--- src/rtl/dmem_arb_pkg.sv ---
// Shared types and defaults for the two-port data-memory arbiter.
// Round-robin arbitration is enabled by defining DMEM_ARB_RR_EN.
package dmem_arb_pkg;

    localparam int unsigned DefaultDw = 32;
    localparam int unsigned DefaultAw = 32;

    typedef enum logic {
        IDLE  = 1'b0,
        SERVE = 1'b1
    } arbState_e;

    typedef logic portId_t;

    localparam portId_t Port0 = 1'b0;
    localparam portId_t Port1 = 1'b1;

    // Converts a 2-bit one-hot grant into a port id (all-zero maps to Port0).
    function automatic portId_t oneHotToId(input logic [1:0] oneHot);
        return portId_t'(oneHot[1] & ~oneHot[0]);
    endfunction

endpackage

--- src/rtl/rr_arb2.sv ---
// Two-requester winner selection: a lone requester wins, a tie goes to the
// port that was not served last.
module rr_arb2 import dmem_arb_pkg::*; (
    input  logic [1:0] req,
    input  portId_t    lastServed,
    output logic [1:0] grant
);

    always_comb begin
        grant = 2'b00;
        unique case (req)
            2'b01:   grant = 2'b01;
            2'b10:   grant = 2'b10;
            2'b11:   grant = (lastServed == Port1) ? 2'b01 : 2'b10;
            default: grant = 2'b00;
        endcase
    end

endmodule

--- src/rtl/dmem_arbiter.sv ---
// Two-port data-memory arbiter: one access per two cycles, reads return one
// cycle after grant. Define DMEM_ARB_RR_EN for round-robin ties (else port 0 wins).
module dmem_arbiter import dmem_arb_pkg::*; #(
    parameter int unsigned DW        = DefaultDw,
    parameter int unsigned AW        = DefaultAw,
    parameter int unsigned WORD_ADDR = 1
) (
    input  logic          clk,
    input  logic          rst,

    input  logic          req0,
    input  logic          we0,
    input  logic [AW-1:0] addr0,
    input  logic [DW-1:0] wdata0,
    output logic          gnt0,
    output logic          rvalid0,
    output logic [DW-1:0] rdata0,

    input  logic          req1,
    input  logic          we1,
    input  logic [AW-1:0] addr1,
    input  logic [DW-1:0] wdata1,
    output logic          gnt1,
    output logic          rvalid1,
    output logic [DW-1:0] rdata1,

    output logic [AW-1:0] mem_addr,
    output logic [DW-1:0] mem_wdata,
    output logic          mem_wr,
    output logic          mem_rd,
    input  logic [DW-1:0] mem_rdata
);

    arbState_e     stateQ, stateD;
    portId_t       ownerQ, ownerD;
    portId_t       lastServed;
    logic [1:0]    reqVec;
    logic [1:0]    grantVec;
    logic          ownerReq;
    logic          ownerWe;
    logic [AW-1:0] ownerAddr;
    logic [DW-1:0] ownerWdata;
    logic          access;
    logic [1:0]    rvalidQ;
    logic [DW-1:0] rdata0Q, rdata1Q;

    assign reqVec = {req1, req0};

    rr_arb2 uArb (
        .req        (reqVec),
        .lastServed (lastServed),
        .grant      (grantVec)
    );

    assign ownerReq   = (ownerQ == Port1) ? req1   : req0;
    assign ownerWe    = (ownerQ == Port1) ? we1    : we0;
    assign ownerAddr  = (ownerQ == Port1) ? addr1  : addr0;
    assign ownerWdata = (ownerQ == Port1) ? wdata1 : wdata0;

    // An access happens only if the owner still requests and reset is not aborting it.
    assign access = (stateQ == SERVE) && ownerReq && !rst;

    always_ff @(posedge clk) begin
        if (rst) begin
            stateQ <= IDLE;
            ownerQ <= Port0;
        end else begin
            stateQ <= stateD;
            ownerQ <= ownerD;
        end
    end

    always_comb begin
        stateD = stateQ;
        ownerD = ownerQ;
        unique case (stateQ)
            IDLE: begin
                if (|reqVec) begin
                    stateD = SERVE;
                    ownerD = oneHotToId(grantVec);
                end
            end
            SERVE: stateD = IDLE;
        endcase
    end

    always_comb begin
        gnt0      = 1'b0;
        gnt1      = 1'b0;
        mem_wr    = 1'b0;
        mem_rd    = 1'b0;
        mem_addr  = '0;
        mem_wdata = '0;
        if (access) begin
            mem_addr  = (WORD_ADDR != 0) ? (ownerAddr >> 2) : ownerAddr;
            mem_wdata = ownerWdata;
            mem_wr    = ownerWe;
            mem_rd    = !ownerWe;
            gnt0      = (ownerQ == Port0);
            gnt1      = (ownerQ == Port1);
        end
    end

    always_ff @(posedge clk) begin
        if (rst) begin
            rvalidQ <= 2'b00;
            rdata0Q <= '0;
            rdata1Q <= '0;
        end else begin
            rvalidQ <= 2'b00;
            if (mem_rd) begin
                rvalidQ[ownerQ] <= 1'b1;
                if (ownerQ == Port1) begin
                    rdata1Q <= mem_rdata;
                end else begin
                    rdata0Q <= mem_rdata;
                end
            end
        end
    end

`ifdef DMEM_ARB_RR_EN
    portId_t lastQ;

    always_ff @(posedge clk) begin
        if (rst) begin
            lastQ <= Port1;
        end else if (gnt0 || gnt1) begin
            lastQ <= ownerQ;
        end
    end

    assign lastServed = lastQ;
`else
    // Pretending port 1 was always served last makes port 0 win every tie.
    assign lastServed = Port1;
`endif

    assign rvalid0 = rvalidQ[0];
    assign rvalid1 = rvalidQ[1];
    assign rdata0  = rdata0Q;
    assign rdata1  = rdata1Q;

endmodule

--- config.mk ---
export PLATFORM = sky130hd
export DESIGN_NAME = dmem_arbiter
export DESIGN_NICKNAME = d
export VERILOG_FILES = /design/src/rtl/dmem_arb_pkg.sv /design/src/rtl/rr_arb2.sv /design/src/rtl/dmem_arbiter.sv
export SDC_FILE = /design/constraint.sdc
export NUM_CORES = 1
export LEC_CHECK = 0
export BUFFER_PORTS_ARGS = -buffer_cell sky130_fd_sc_hd__buf_2
export CORE_AREA = 2 2 116 118
export CTS_CLUSTER_DIAMETER = 100
export DETAILED_ROUTE_END_ITERATION = 7
export DIE_AREA = 0 0 118 120
export HOLD_SLACK_MARGIN = 0.15
export MAX_ROUTING_LAYER = met4
export PLACE_DENSITY = 0.64
export SLEW_MARGIN = 20
export SYNTH_ARGS = -nofsm -noshare
export SYNTH_HDL_FRONTEND = slang
export SYNTH_SLANG_ARGS = --single-unit
--- constraint.sdc ---
create_clock -name clk -period 2.3 [get_ports clk]
set_clock_uncertainty 0.05 [all_clocks]
set_input_delay 0.46 -clock clk [delete_from_list [all_inputs] [get_ports clk]]
set_output_delay 0.46 -clock clk [all_outputs]
set_load 0.005 [all_outputs]
=== Word-level counts from Yosys, hierarchy flattened ===
Cells that the tools add are included.

* Add/subtract/negate cells: 0
* Multiply operators: 0
* Div/mod/pow operators: 0
* $lt $le $gt $ge: 2
* Equal/unequal tests: 3
* Shifts and indexed selects: 0
* Muxes and demuxes: 15
* Bitwise operators: 5
* Reductions and logical operators: 11

{| class="wikitable"
|+ Operators by type and width
! operator !! number
|-
| $mux W32 || 3
|-
| $mux W30 || 1
|-
| $mux W1 || 8
|-
| $reduce_and A2 Y1 || 3
|-
| $reduce_or A2 Y1 || 3
|-
| $eq A2 B2 Y1 const B || 2
|-
| $not A1 Y1 || 4
|-
| $pmux W2 S2 || 1
|-
| $logic_and A1 B1 Y1 || 3
|-
| $eq A2 B1 Y1 const B || 1
|-
| $logic_not A1 Y1 || 2
|-
| $lt A1 B2 Y1 const B || 1
|-
| $pmux W1 S2 || 1
|-
| $and A1 B1 Y1 || 1
|-
| $demux W1 S1 || 1
|-
| $ge A1 B1 Y1 const B || 1
|}

* Register bits: 68
* Latch bits: 0
* RAM bits: 0
* Bits in read-only memories: 0
* Input bits: 166
* Output and inout bits: 134
* Word-level logic and storage cells: 41
* Memories kept: 0

=== Longest topological paths before layout ===
Gate-level depths: netlist (run 1).

* Depth after elaboration: 6
* Depth in mapped cells: 6
* Gate-level depth less buffers: 4

=== Cells and area by module ===
Synthesis (run 1) repeated with hierarchy kept, for this count alone.

* Cell total of the unflattened synthesis: 397
* Area, all modules: 3,264.4 um^2

{| class="wikitable"
|+ By module, submodules not included
! module !! times used !! cells an instance !! area each (um^2) !! sequential area each (um^2)
|-
| dmem_arbiter || 1 || 394 || 3,245.6 || 1,361.3
|-
| rr_arb2 || 1 || 3 || 18.8 || 0.0
|}

=== Worst setup path before layout (run 1) ===
Ideal clock, no wire load.

* Path type: in2out
* From: in rst
* To: out mem_addr[0]
* Arrival time: 1.472 ns
* Required time: 1.790 ns
* Setup slack: 0.318 ns
* Stages: 6
* Path buffers: 3
* Cells stage by stage: buf_2 -> nand4b_4 -> inv_2 -> buf_6 -> clkbuf_1 -> a22o_1

* Cells in the longest elaborated chain, start to end: 3

{| class="wikitable"
|+ Ends and longest elaborated chain
! element !! RTL line !! RTL
|-
| start: declaration || dmem_arbiter.sv:9 || <nowiki>input logic rst,</nowiki>
|-
| $logic_not A1 Y1 || dmem_arbiter.sv:61 || <nowiki>assign access = (stateQ == SERVE) && ownerReq && !rst;</nowiki>
|-
| $logic_and A1 B1 Y1 || dmem_arbiter.sv:61 ||
|-
| $mux W30 || dmem_arbiter.sv:94 || <nowiki>if (access) begin</nowiki>
|-
| end: declaration || dmem_arbiter.sv:27 || <nowiki>output logic [AW-1:0] mem_addr,</nowiki>
|}

Every way passes these cells.

=== Worst setup path in the final report (run 1) ===
* From: reg stateQ
* To: out mem_addr[11]

* Cells in the longest elaborated chain, start to end: 3

{| class="wikitable"
|+ Ends and longest elaborated chain
! element !! RTL line !! RTL
|-
| start: declaration || dmem_arbiter.sv:34 || <nowiki>arbState_e stateQ, stateD;</nowiki>
|-
| start signal: assignment || dmem_arbiter.sv:68 || <nowiki>stateQ <= stateD;</nowiki>
|-
| $logic_and A1 B1 Y1 (2 in a row) || dmem_arbiter.sv:61 ||
|-
| $mux W30 || dmem_arbiter.sv:94 ||
|}

Every way passes these cells.

==> results_dict.tcl, run 1 <==
set metrics [dict create \
    worstPathArrival_ns 1.65 \
    vias 4140 \
    htree_num_levels 3 \
    grt_util_met1 0.268 \
    period_share 0.940 \
    synthDistinctLibCells 26 \
    holdPathEnd "rdata0[22]$_SDFFE_PP0P_" \
    cp-end-kind "output pin" \
    crit_type "register to output pin" \
    die_x_um 118 \
    avgSynthCellArea_um2 8.25 \
    status "finished, final reports clean" \
    drtIter0Drc 261 \
    start_kind "register" \
    ys_ff_latch 68 \
    required_ns 1.79 \
    fmax_mhz 463 \
    rsz0062_at_grt "false" \
    fin_crit_ns 2.16 \
    synth-compound-area-share 0.372 \
    hold_path.class "input pin to register" \
    setup_viol 0 \
    synth-xor-area-share 0 \
    core_mm2 0.0130 \
    layout-drive-gt1-share 0.494 \
    cts_buffers 9 \
    synth_mux_area_frac 0 \
    drt-pass1-iter-count 4 \
    place_congestion 0.830 \
    via_per_inst 4.86 \
    post_cts_buffers 0 \
    power_leakage_nw 2.58 \
    syn_area_mm2 0.00326 \
    hold_viol 0 \
    use_met3 0.0437 \
    dieHeight_um 120 \
    synth_warnings 0 \
    grt_pass1_vias 3974 \
    initial_core_util 0.251 \
    whs_path_depth 3 \
    antenna_found_initial 3 \
    rows 42 \
    synth_cells 395 \
    overflow 0 \
    synth_area_leader_cell "dfxtp_1" \
    fin_nets 831 \
    ys_seq_area_frac 0.418 \
    critPathMaxFanout 43 \
    die-area_mm2 0.0142 \
    cts_tree "yes" \
    pwr_density_cell_mw_per_mm2 605 \
    grt_use_met2 0.312 \
    worst_hold_slack_ns 0.346 \
    synth_top_family_by_area "compound AO/OA/AOI/OAI gates" \
    synthAdderAreaFrac 0 \
    drc 0 \
    ctsRootBufferMaster "clkbuf_16" \
    avgRoutedWirePerCell_um 16.7 \
    drv_slew 0 \
    fin_tns_setup_ns 0 \
    area_growth_pct 60.9 \
    yosysTopAreaCellShare 0.418 \
    holdBufCountCts 0 \
    grt.total_usage 0.201 \
    dp_hpwl_um 10800 \
    synthTopCellsByArea "dfxtp_1 42%, a22o_1 17%, a21oi_1 10%, nand3_1 10%, o21ai_0 8.6%" \
    grt_max_degree 44 \
    synth-simple-area-share 0.131 \
    drt_wl_total_um 14200 \
    maxCapViolations 0 \
    ir_drop_uv 294 \
    cts_buffer_depth 2 \
    io-pin-count 300 \
    r2r-start "ownerQ$_SDFFE_PP0P_" \
    ff2ff_path_depth 6 \
    postRouteAntennaNets 0 \
    grt_pass1_wl_um 21900 \
    port_buffers 293 \
    grt_busiest_layer "met2" \
    clkTransAtPathRegs_ns 0.06 \
    hp-start "mem_rdata[22]" \
    r2r_slack_ns 0.75 \
    r2r_end "rdata1[24]$_SDFFE_PP0P_" \
    cts.sinks 68 \
    clkLatencyLatePin_ns 0.32 \
]
-- state kept, by name, indices dropped and copies added (netlist names) --
| register | flops |
|---|---|
| ownerQ | 1 |
| rdata0 | 32 |
| rdata1 | 32 |
| rvalidQ | 2 |
| stateQ | 1 |
-- report_power, final --
part	total, mW	switching, mW	internal [mW]	leakage (nW)
Combinational	0.373	0.195	0.178	1.87
Sequential	1.20	0.00963	1.19	0.549
Clock	1.60	0.534	1.06	0.163
Total	3.17	0.738	2.43	2.58
-- synthesized netlist by cell type --
| cell type | instances |
|---|---|
| a211oi_1 | 2 |
| a21oi_1 | 65 |
| a22o_1 | 62 |
| and2_1 | 1 |
| buf_1 | 1 |
| buf_2 | 6 |
| buf_4 | 9 |
| buf_6 | 1 |
| clkbuf_1 | 34 |
| conb_1 | 1 |
| dfxtp_1 | 68 |
| inv_1 | 2 |
| inv_2 | 1 |
| nand2_1 | 1 |
| nand2b_1 | 1 |
| nand3_1 | 65 |
| nand3b_1 | 1 |
| nand4b_4 | 1 |
| nor2_1 | 3 |
| nor2b_1 | 1 |
| nor3_1 | 2 |
| nor3b_4 | 1 |
| o21ai_0 | 56 |
| o21ai_1 | 8 |
| o22a_1 | 1 |
| or3b_1 | 1 |
-- cell usage in the layout (no fill, tap or decap), types with 2 or more instances in the layout --
cell	netlist	routed
o21ai_1	8	8
nand3_1	65	65
a21oi_1	65	65
buf_4	9	11
o21ai_0	56	56
bufinv_16	0	3
dfxtp_2	0	2
nor2_1	3	3
buf_2	6	293
nor3_1	2	2
clkbuf_16	0	9
buf_12	0	4
conb_1	1	2
a211oi_1	2	2
inv_1	2	2
diode_2	0	5
dfxtp_1	68	66
a22o_1	62	62
-- layer usage --
layer | vias up | routed length, um
li1 | 2018 | -
met1 | 1907 | 6480
met2 | 205 | 6560
met3 | 10 | 1030
met4 | 0 | 128
met5 | - | 0
-- layout make-up --
| cell class | instances | area (um2) |
|---|---|---|
| clock buffers | 10 | 229 |
| repair buffers | 309 | 1640 |
| clock inverters | 6 | 111 |
| inverters | 3 | 11.3 |
| flip-flops and latches | 68 | 1360 |
| multi-input cells | 274 | 1650 |
| fillers | 1378 | 7740 |
| diodes | 5 | 12.5 |
| well taps | 176 | 220 |
-- critical path: stages (launching register included) --
cell     delay (ns)
dfxtp_2        0.38
nor3b_4        0.19
and2_2         0.22
buf_12         0.21
a22o_1         0.19
buf_2          0.11
-- metrics by stage --
stage | worst slack [ns] | instance area (um2) | power, mW | instances | utilization
after global routing | 0.0386 | 5230 | 3.29 | 848 | 0.403
after detailed placement | 0.272 | 4880 | 1.60 | 830 | 0.376
after global placement | 0.248 | 4880 | 1.60 | 830 | 0.376
after floorplan | 0.318 | 3260 | 1.36 | 396 | -
after CTS | 0.0161 | 5220 | 3.21 | 846 | 0.402
final | 0.139 | 5240 | 3.17 | 851 | 0.404
-- cell families (layout without fill, tap and decap cells) --
| kind of cell | count (synthesis) | count (layout) |
|---|---|---|
| compound gates | 194 | 194 |
| simple gates | 78 | 78 |
| flops | 68 | 68 |
| buf+inv | 54 | 328 |
| other cells | 1 | 7 |
-- repair_timing --
action	CTS	global route
setup endpoints to repair	0	57
hold endpoints to repair	0	0
gates resized for setup	0	3
-- worst max-delay path by stage --
| stage | start | end | slack [ns] | depth (start not counted) |
|---|---|---|---|---|
| 2_1_floorplan | rst | mem_addr[0] | 0.32 | 6 |
| 3_3_place_gp | rst | mem_wdata[20] | 0.25 | 6 |
| 3_5_place_dp | rst | mem_wdata[20] | 0.27 | 6 |
| 4_1_cts | ownerQ$_SDFFE_PP0P_ | mem_wdata[20] | 0.02 | 5 |
| 5_1_grt | stateQ$_SDFF_PP0_ | mem_addr[11] | 0.04 | 5 |
| 6_report | stateQ$_SDFF_PP0_ | mem_addr[11] | 0.14 | 5 |
No activity file was read; power rests on OpenSTA's default activity.
==> run 2: changes to the inputs <==
BUFFER_PORTS_ARGS = -buffer_cell sky130_fd_sc_hd__buf_4   (was -buffer_cell sky130_fd_sc_hd__buf_2)
==> run 2 against run 1 <==
  * Core utilization up 5.1 points
  * Clock power down 14%
  * Cell count down 0.35%
  * Highest routed layer unchanged
  * Sequential cell count unchanged
  * Global-route usage up 0.82 points
  * Via count up 4.1%
  * Final area up 13%
==> results_dict.tcl, run 2 (synthesis gave the netlist of run 1 again) <==
set metrics [dict create \
    status "finished, final reports clean" \
    ir_drop_uv 326 \
    io-pin-count 300 \
    period_share 0.944 \
    overflow 0 \
    grt_pass1_vias 4099 \
    use_met3 0.0623 \
    required_ns 1.79 \
    die-area_mm2 0.0142 \
    grt_pass1_wl_um 22700 \
    fin_tns_setup_ns 0 \
    grt_use_met2 0.331 \
    area_growth_pct 81.1 \
    pwr_density_cell_mw_per_mm2 515 \
    place_congestion 0.812 \
    rows 42 \
    hold_viol 0 \
    layout_commonest_cell "buf_4" \
    port_buffers 293 \
    final_util 0.454 \
    dieHeight_um 120 \
    fin_nets 830 \
    die_x_um 118 \
    drc 0 \
    fin_crit_ns 2.17 \
    htree_num_levels 3 \
    cts_buffers 9 \
    vias 4308 \
    grt_util_met1 0.264 \
    dp_hpwl_um 11500 \
    drv_slew 0 \
    crit_type "register to output pin" \
    layout-drive-gt1-share 0.493 \
    postRouteAntennaNets 0 \
    rsz0062_at_grt "false" \
    hold_path.class "input pin to register" \
    setup_viol 0 \
    grt_busiest_layer "met2" \
    ctsRootBufferMaster "clkbuf_16" \
    clkTransAtPathRegs_ns 0.06 \
    drt_wl_total_um 15300 \
    final_cell_mix "305 x buf_4, 66 x dfxtp_1, 65 x nand3_1, 65 x a21oi_1, 62 x a22o_1" \
    initial_core_util 0.251 \
    cp-end-kind "output pin" \
    maxCapViolations 0 \
    via_per_inst 5.08 \
    grt_max_degree 51 \
    drt-pass1-iter-count 5 \
    start_kind "register" \
    cts_buffer_depth 2 \
    worstPathArrival_ns 1.66 \
    drtIter0Drc 335 \
    avgRoutedWirePerCell_um 18.0 \
    antenna_found_initial 3 \
    core_mm2 0.0130 \
    critPathMaxFanout 50 \
    power_leakage_nw 2.67 \
    cts_tree "yes" \
    clkLatencyLatePin_ns 0.32 \
    cts.sinks 68 \
    grt.total_usage 0.209 \
    fmax_mhz 461 \
]
==> run 2: changes by cell type in the layout (fill, tap and decap cells not counted), sizes merged <==
| cell | delta |
|---|---|
| clkinvlp | +1 |
| clkinv | +1 |
| buf | -1 |
| bufinv | -2 |
| diode | -2 |
==> run 2: repair_timing <==
item | in CTS | in global routing
resized for setup | 0 | 2
setup buffers | 0 | 0
endpoints found under the setup margin | 0 | 62
hold buffers | 0 | 0
==> run 2: routing by layer <==
layer  up-vias  share of wire
met1      2053           0.44
met5         -              0
met2       227           0.47
met3        14          0.081
met4         0          0.011
li1       2014              -
==> run 2: critical path: stages (launching register included) <==
cell,delay (ns)
dfxtp_2,0.38
nor3b_4,0.20
and2_2,0.21
buf_12,0.23
a22o_1,0.18
buf_4,0.11
==> run 2: final cells by class <==
class / instances / area [um2]
fill: 1302 / 7080
tap: 176 / 220
inverter: 3 / 11.3
antenna: 3 / 7.51
sequential: 68 / 1360
clock buffer: 10 / 229
timing repair buffer: 308 / 2350
clock inverter: 6 / 63.8
multi-input combinational: 274 / 1650
==> run 2: report_power, final <==
part,internal (mW),total [mW],switching (mW)
clock network,0.840,1.37,0.530
registers,1.19,1.20,0.0106
logic,0.270,0.467,0.198
total,2.30,3.04,0.738
==> run 2: path summary, 6_finish.rpt <==
check | startpoint | to | slack, ns | depth (start not counted)
worst max register to register | ownerQ$_SDFFE_PP0P_ | rdata1[24]$_SDFFE_PP0P_ | 0.69 | 6
worst min-delay path | req0 | ownerQ$_SDFFE_PP0P_ | 0.32 | 2
worst max-delay path | ownerQ$_SDFFE_PP0P_ | mem_addr[14] | 0.13 | 5
worst min register to register | rdata1[24]$_SDFFE_PP0P_ | rdata1[24]$_SDFFE_PP0P_ | 0.42 | 2
==> run 2: through the flow <==
stage	power, mW	cell area [um2]	hold slack, ns	setup WS [ns]	std cells
3_5_place_dp	1.69	5590	0.417	0.259	829
3_3_place_gp	1.68	5590	0.411	0.273	829
6_report	3.04	5900	0.316	0.129	848
4_1_cts	3.08	5890	0.311	0.0123	845
2_1_floorplan	1.36	3260	0.420	0.318	396
5_1_grt	3.16	5900	0.325	0.0314	848
==> run 3: changes to the inputs <==
PLACE_DENSITY = 0.65   (was 0.64)
SYNTH_HIERARCHICAL = 1   (was unset)
==> run 3 against run 2 <==
  * Worst hold slack gained 0.027 ns
  * Maximum frequency grew 1.0%
  * Count of clock-buffer cells in the layout shrank 1
  * Sequential power is essentially flat
  * Global-route usage grew 0.098 points
  * Total power shrank 4.5%
  * Largest cell class unchanged
  * Largest power group unchanged
==> results_dict.tcl, run 3 <==
set metrics [dict create \
    status "finished, final reports clean" \
    power_leakage_nw 2.70 \
    synthTopCellsByArea "dfxtp_1 42%, a22o_1 17%, a21oi_1 10%, nand3_1 9.8%, o21ai_0 8.4%" \
    area_growth_pct 80.8 \
    io-pin-count 300 \
    grt_pass1_wl_um 22500 \
    cts.sinks 68 \
    drt-pass1-iter-count 5 \
    fin_crit_ns 2.15 \
    rows 42 \
    ys.flop_type "dfxtp_1" \
    start_kind "register" \
    initial_core_util 0.251 \
    maxCapViolations 0 \
    fmax_mhz 465 \
    antenna_found_initial 0 \
    synth_cells 397 \
    fin_nets 837 \
    fin_ws_ns 0.151 \
    vias 4322 \
    hp-start "mem_rdata[2]" \
    combPwrFrac 0.161 \
    ir_drop_uv 432 \
    cp-end-kind "output pin" \
    synth_edf_count 0 \
    layout_commonest_cell "buf_4" \
    clkLatencyLatePin_ns 0.33 \
    die_x_um 118 \
    holdBufCountCts 0 \
    layout-drive-gt1-share 0.494 \
    grt.total_usage 0.210 \
    grt_max_degree 59 \
    yosysMostFrequentCell "dfxtp_1" \
    final_cell_mix "307 x buf_4, 66 x dfxtp_1, 65 x a21oi_1" \
    postRouteAntennaNets 0 \
    drc 0 \
    synthDistinctLibCells 27 \
    synth_area_leader_cell "dfxtp_1" \
    synth_commonest_cells "68 x dfxtp_1, 65 x a21oi_1, 64 x nand3_1, 62 x a22o_1, 55 x o21ai_0" \
    cp_cell_sequence "nor3b_4 > and2_4 > buf_12 > a22o_1 > buf_4" \
    htree_num_levels 3 \
    power_frac_seq 0.413 \
    rsz0062_at_grt "false" \
    crit_start "stateQ$_SDFF_PP0_" \
    worstPathArrival_ns 1.64 \
    yosysTopAreaCellShare 0.417 \
    fin_tns_setup_ns 0 \
    crit_type "register to output pin" \
    critPathMaxStageDelay_ns 0.38 \
    required_ns 1.79 \
    ys_ff_latch 68 \
    drv_slew 0 \
    cts_buffer_depth 2 \
    final_util 0.455 \
    critPathMaxFanout 37 \
    instances_no_fill 852 \
    r2r-start "ownerQ$_SDFFE_PP0P_" \
    avgRoutedWirePerCell_um 17.8 \
    path_buf_inv 2 \
    core_mm2 0.0130 \
    internal-power_mw 2.18 \
    hold_viol 0 \
    setup_viol 0 \
    ys_seq_area_frac 0.417 \
    worst_hold_slack_ns 0.343 \
    die-area_mm2 0.0142 \
    p_clk_frac 0.426 \
    crit_family "simple AND/OR/NAND/NOR gates" \
    overflow 0 \
    period_share 0.934 \
    dpl_cell_area_mm2 0.00563 \
    syn_area_mm2 0.00326 \
    hold_path.class "input pin to register" \
    cts_tree "yes" \
    slowest_stage "dfxtp_2" \
    pre_cts_slack_ns 0.244 \
    p_total_mw 2.90 \
    p_sw_frac 0.248 \
    avgSynthCellArea_um2 8.22 \
    dp_cells 836 \
    clkTransAtPathRegs_ns 0.06 \
    switchingPower_mw 0.720 \
    pwr_density_cell_mw_per_mm2 492 \
    diodes 0 \
    dp_hpwl_um 11600 \
    ctsRootBufferMaster "clkbuf_16" \
    port_buffers 293 \
    drt_wl_total_um 15200 \
    async_flop_share 0 \
    cts_buffers 9 \
    drtIter0Drc 290 \
    place_congestion 0.947 \
    grt_pass1_vias 4057 \
    via_per_inst 5.07 \
    synth_warnings 6 \
    fin_area_mm2 0.00590 \
    dieHeight_um 120 \
]
==> run 3: cell count changes after synthesis, sizes merged, moves of 2 or more <==
| cell | previous run | this run |
|---|---|---|
| and3b | 0 | 2 |
| nand2 | 1 | 3 |
| a21boi | 0 | 2 |
| nor3 | 2 | 0 |
| buf | 17 | 29 |
| clkbuf | 34 | 20 |
| a211oi | 2 | 0 |
| o22ai | 0 | 2 |
==> run 3: cell type report <==
class	count	area [um2]
fill	1265	7080
timing repair buffer	310	2360
multi-input combinational	279	1670
sequential	68	1360
clock buffer	9	225
tap	176	220
clock inverter	7	43.8
inverter	3	11.3
==> run 3: power by group through the flow <==
| stage | sequential [mW] | clock [mW] | combinational [mW] |
|---|---|---|---|
| after global placement | 1.22 | 0 | 0.456 |
| after CTS | 1.20 | 1.27 | 0.465 |
| after detailed placement | 1.22 | 0 | 0.464 |
| after global routing | 1.20 | 1.32 | 0.498 |
| final | 1.20 | 1.24 | 0.466 |
| after floorplan | 1.22 | 0 | 0.135 |
==> run 3: kinds of logic after synthesis <==
family,Yosys count,share of synthesized area
AO/OA/AOI/OAI,196,0.375
AND/OR/NAND/NOR,79,0.132
flip-flops,68,0.417
buffers and inverters,52,0.0740
other,2,0.00230
==> run 3: path summary, 6_finish.rpt <==
kind / endpoint / slack [ns] / cells past startpoint
hold reg to reg: rdata0[12]$_SDFFE_PP0P_ / 0.42 / 2
setup / recovery: mem_wdata[28] / 0.15 / 5
setup reg to reg: rdata1[28]$_SDFFE_PP0P_ / 0.77 / 6
hold / removal: rdata0[2]$_SDFFE_PP0P_ / 0.34 / 3
==> run 3: timing repair <==
item	in CTS	in global routing
setup buffers	0	0
endpoints found under the setup margin	0	58
hold endpoints to repair	0	0
resized for setup	0	3
==> run 3: worst min-delay path, cell delays in order <==
cell	delay, ns
buf_4	0.11
nand3_1	0.05
a21oi_1	0.05
==> run 3: metal layers <==
| layer | vias up | routed length, um | track usage |
|---|---|---|---|
| met5 | - | 0 | - |
| met4 | 0 | 221 | 0.0580 |
| met1 | 2071 | 6380 | 0.255 |
| met2 | 207 | 7500 | 0.347 |
| li1 | 2026 | - | - |
| met3 | 18 | 1100 | 0.0523 |
